### src/rtl/g_macro_pkg.sv
// g_macro_pkg: shared mode constants and width helper for the clocked macro library
package g_macro_pkg;
  localparam int G_MODE_LEVEL = 0;
  localparam int G_MODE_PULSE = 1;
  localparam int G_MODE_STICKY = 2;
  function automatic int clog2(input int v);
    int r;
    r = 0;
    for (int i = 0; i < 32; i++) if ((1 << i) < v) r = i + 1;
    return r;
  endfunction
endpackage

### src/rtl/g_qual_cnt.sv
// g_qual_cnt: saturating count of consecutive enabled true samples, flags reaching QUAL
module g_qual_cnt
  import g_macro_pkg::*;
#(
  parameter int QUAL = 1
) (
  input  logic CK,
  input  logic RN,
  input  logic EN,
  input  logic T,
  output logic Q_NEXT,
  output logic Q
);
  localparam int W = clog2(QUAL + 1);
  localparam logic [W-1:0] QMAX = W'(QUAL);
  logic [W-1:0] cnt, cnt_next;
  always_comb begin
    cnt_next = !EN ? cnt : !T ? '0 : (cnt == QMAX) ? cnt : cnt + W'(1);
    Q_NEXT = (cnt_next == QMAX);
  end
  always_ff @(posedge CK) begin
    if (!RN) begin
      cnt <= '0;
      Q <= 1'b0;
    end else begin
      cnt <= cnt_next;
      Q <= Q_NEXT;
    end
  end
endmodule

### src/rtl/g_andn_qual.sv
// g_andn_qual: registered, qualified mixed-polarity AND decode with level, pulse or sticky output
module g_andn_qual
  import g_macro_pkg::*;
#(
  parameter int N = 4,
  parameter logic [N-1:0] INV_MASK = N'(4'b1110),
  parameter int QUAL = 1,
  parameter int MODE = G_MODE_LEVEL
) (
  input  logic         CK,
  input  logic         RN,
  input  logic         EN,
  input  logic         CLR,
  input  logic [N-1:0] A,
  output logic         Y,
  output logic         Q,
  output logic         P
);
  if (N < 2 || N > 32) begin : g_bad_n
    $error("g_andn_qual: N must be 2..32");
  end
  if (QUAL < 1 || QUAL > 255) begin : g_bad_qual
    $error("g_andn_qual: QUAL must be 1..255");
  end
  if (MODE < G_MODE_LEVEL || MODE > G_MODE_STICKY) begin : g_bad_mode
    $error("g_andn_qual: MODE must be 0..2");
  end
  logic term, q_next, p_next, sticky, s_next;
  assign term = &(A ^ INV_MASK);
  g_qual_cnt #(.QUAL(QUAL)) u_cnt (
    .CK(CK),
    .RN(RN),
    .EN(EN),
    .T(term),
    .Q_NEXT(q_next),
    .Q(Q)
  );
  // set wins over a same-cycle clear so no qualified event is lost
  always_comb begin
    p_next = EN & q_next & ~Q;
    s_next = p_next | (sticky & ~CLR);
  end
  always_ff @(posedge CK) begin
    if (!RN) begin
      P <= 1'b0;
      sticky <= 1'b0;
    end else begin
      P <= p_next;
      sticky <= s_next;
    end
  end
  assign Y = (MODE == G_MODE_PULSE) ? P : (MODE == G_MODE_STICKY) ? sticky : Q;
endmodule

### config.mk
export PLATFORM = sky130hd
export DESIGN_NAME = g_andn_qual
export DESIGN_NICKNAME = d
export VERILOG_FILES = /design/src/rtl/g_macro_pkg.sv /design/src/rtl/g_qual_cnt.sv /design/src/rtl/g_andn_qual.sv
export SDC_FILE = /design/constraint.sdc
export NUM_CORES = 1
export LEC_CHECK = 0
export BUFFER_PORTS_ARGS = -buffer_cell sky130_fd_sc_hd__buf_2
export CAP_MARGIN = 20
export CORE_UTILIZATION = 35
export CTS_CLUSTER_SIZE = 25
export DETAILED_ROUTE_END_ITERATION = 7
export PLACE_DENSITY = 0.61
export SLEW_MARGIN = 20
export SYNTH_ARGS = -nofsm -noshare
export SYNTH_HDL_FRONTEND = slang
export SYNTH_SLANG_ARGS = --single-unit
### constraint.sdc
create_clock -name CK -period 8.82 [get_ports CK]
set_clock_uncertainty 0.15 [all_clocks]
set_input_delay 0.441 -clock CK [delete_from_list [all_inputs] [get_ports CK]]
set_output_delay 0.441 -clock CK [all_outputs]
set_load 0.05 [all_outputs]
==> metrics <==
Num CTS Buffers 5; placed cell area around 2100 um^2; synth unique cells between 40 and 50; worst-path fanout max 10; Die H a little under 80 um; Final Max Slew Viols 0; synthesis-stage register bit count 34; drt first pass iters 4; Residual DRC 0; CP Buf/Inv Count 0; row count 27; max incr delay on CP 0.82 ns; fraction of layout cells with a size suffix above 1 0.0934; ant diodes 0; Tcrit/Tclk final 0.384; yosys warns 0; cell area after layout between 2000 and 2500 um^2; Root Buffer clkbuf_8; # nets final between 200 and 300; number of vias per cell 5.49; Cell Area, Synth slightly above 2000 um^2; CP max-delay cell nor4_1; largest net degree at the start of global routing 30; list of most frequent post-synthesis cells nor2_1, dfxtp_1, xnor2_1; f_max just under 0.3 GHz; final worst slack around 5.4 ns; RSZ-0062 raised after global routing false; drt total wl between 4 and 5 mm; Main synth FF type dfxtp_1; Least-Margin Pin Slew approximately 0.86 ns; Setup WS pre-CTS 5.50 ns; status completed; top cells by area, synth dfxtp_1, xnor2_1, nor2_1; worst path arrival time approximately 3.5 ns; hold buffers post-CTS 0; port bufs 9; Final setup viols 0; Critical Path Source Type flop; post-DP HPWL ~3.4 mm; area growth from synthesis to layout 6.88%; top layer in use met4; # clock sinks 34; DR WL/cell 14.3 um; Finished Layout Cells about 330; total negative slack 0 ns; overall power slightly below 0.0003 W; syn nets around 270; Cell Pwr Density roughly 130 nW/um^2; Iteration-0 DRC Markers 220; all-layer global routing usage 0.164; Vias 1805; met2 routed WL roughly 2.0 mm; most frequent cell after synthesis nor2_1; antenna viol nets, final 0; routed length on met3 227 um; core box area about 5600 um^2; DRT met1 WL 2.33 mm; Die Wd between 70 and 80 um; post-synth top area cell dfxtp_1; EDFF count, synth 0; Async SR Flop Fraction 0; cell family with most CP delay simple AND/OR/NAND/NOR gates; CP endpoint kind flop; Clock Latency Late Sink just under 0.3 ns; routability congestion estimate from global placement 0.894; vias in the first global route between 1500 and 2000; CTS resizes 0; Reg clk slew, reported paths about 0.07 ns; CTS max path bufs 2; crit-path cells ha_1 > nand4_2 > nor4_1 > xor2_1 > or3b_1 > a2111oi_2 > a41oi_1 > and4bb_1; Crit path required time 8.90 ns; Mean Syn Cell Area approximately 8 um^2; hold crit path type in -> reg; antenna violations before repair 0; post-synth top area share 0.329; Post-CTS Setup Inserts 0; register area share after synthesis 0.329; Cells after Synth 259; CTS tree yes; Starting Density 0.369; DIE AREA slightly above 6000 um^2; first-pass GRT wire length around 7.9 mm; leak pwr between 0.7 and 0.8 nW; I/O pin cnt 11; Max VDD drop roughly 110 uV; Slew headroom 0.419; critical path class reg -> reg; total gr overflow 0; htree depth 2; Placed Cells around 320; max_cap viols 0; Final Hold Violating Endpoints 0; post-route minimum period ~3.4 ns
worst reg2reg max path, delay by kind of cell (launching register included):
family	cells	cell delay [ns]
AND/OR/NAND/NOR	4	1.81
AO/OA/AOI/OAI	2	0.58
flip-flops	1	0.43
adder cells (fa/ha/maj)	1	0.23
XOR/XNOR	1	0.12
final cells by class:
type / count / area (um^2)
well taps: 72 / 90.1
fillers: 606 / 3390
clock buffers: 7 / 86.3
flip-flops and latches: 34 / 681
repair buffers: 10 / 52.6
multi-input cells: 199 / 1280
inverters: 6 / 22.5
clock inverters: 1 / 5.00
worst paths after layout:
| kind | from | endpoint | slack (ns) | cells past startpoint |
|---|---|---|---|---|
| setup / recovery | u_cnt.cnt[0] | P | 5.43 | 8 |
| hold / removal | RN | u_cnt.cnt[29] | 0.26 | 2 |
| setup reg to reg | u_cnt.cnt[0] | P | 5.43 | 8 |
| hold reg to reg | u_cnt.cnt[1] | u_cnt.cnt[1] | 0.38 | 2 |
report_power, final:
part           switching (W)  internal [W]
combinational     0.00000906    0.00000444
sequential       0.000000894      0.000154
clock              0.0000566     0.0000630
total              0.0000666      0.000222
layer usage:
layer	global-route usage	vias up
met4	0.0727	0
met3	0.0425	9
li1	-	920
met5	0	-
met1	0.231	838
met2	0.233	38
placed cells by master, fill, tap and decap left out, drive strengths merged, types with 7 or more instances in the layout:
cell / netlist / layout
xor2: 15 / 15
dfxtp: 34 / 34
nand3: 13 / 13
nand4: 17 / 17
o21ai: 7 / 7
nand2: 11 / 11
nor2: 36 / 36
nor3: 11 / 11
buf: 12 / 10
and3: 7 / 7
nor4: 13 / 13
clkbuf: 8 / 7
xnor2: 18 / 18
state kept, by name, indices dropped and copies added (netlist names):
signal     cells
P              1
u_cnt.Q        1
u_cnt.cnt     32
cells by family (layout without fill, tap and decap cells):
family | count (synthesis) | after routing | synth area share
adders and majority gates | 2 | 2 | 0.0121
DFF | 34 | 34 | 0.329
and+or+nand+nor | 135 | 135 | 0.367
AOI/OAI and AO/OA | 29 | 29 | 0.0978
xor gates and xnor gates | 33 | 33 | 0.139
buffers and inverters | 26 | 24 | 0.0550
metrics by stage:
step	utilization	hold slack (ns)
2_1_floorplan	-	0.334
3_3_place_gp	0.379	0.367
3_5_place_dp	0.379	0.367
4_1_cts	0.395	0.255
5_1_grt	0.395	0.276
6_report	0.395	0.259
Note: power is estimated with default switching activity, not from simulation.
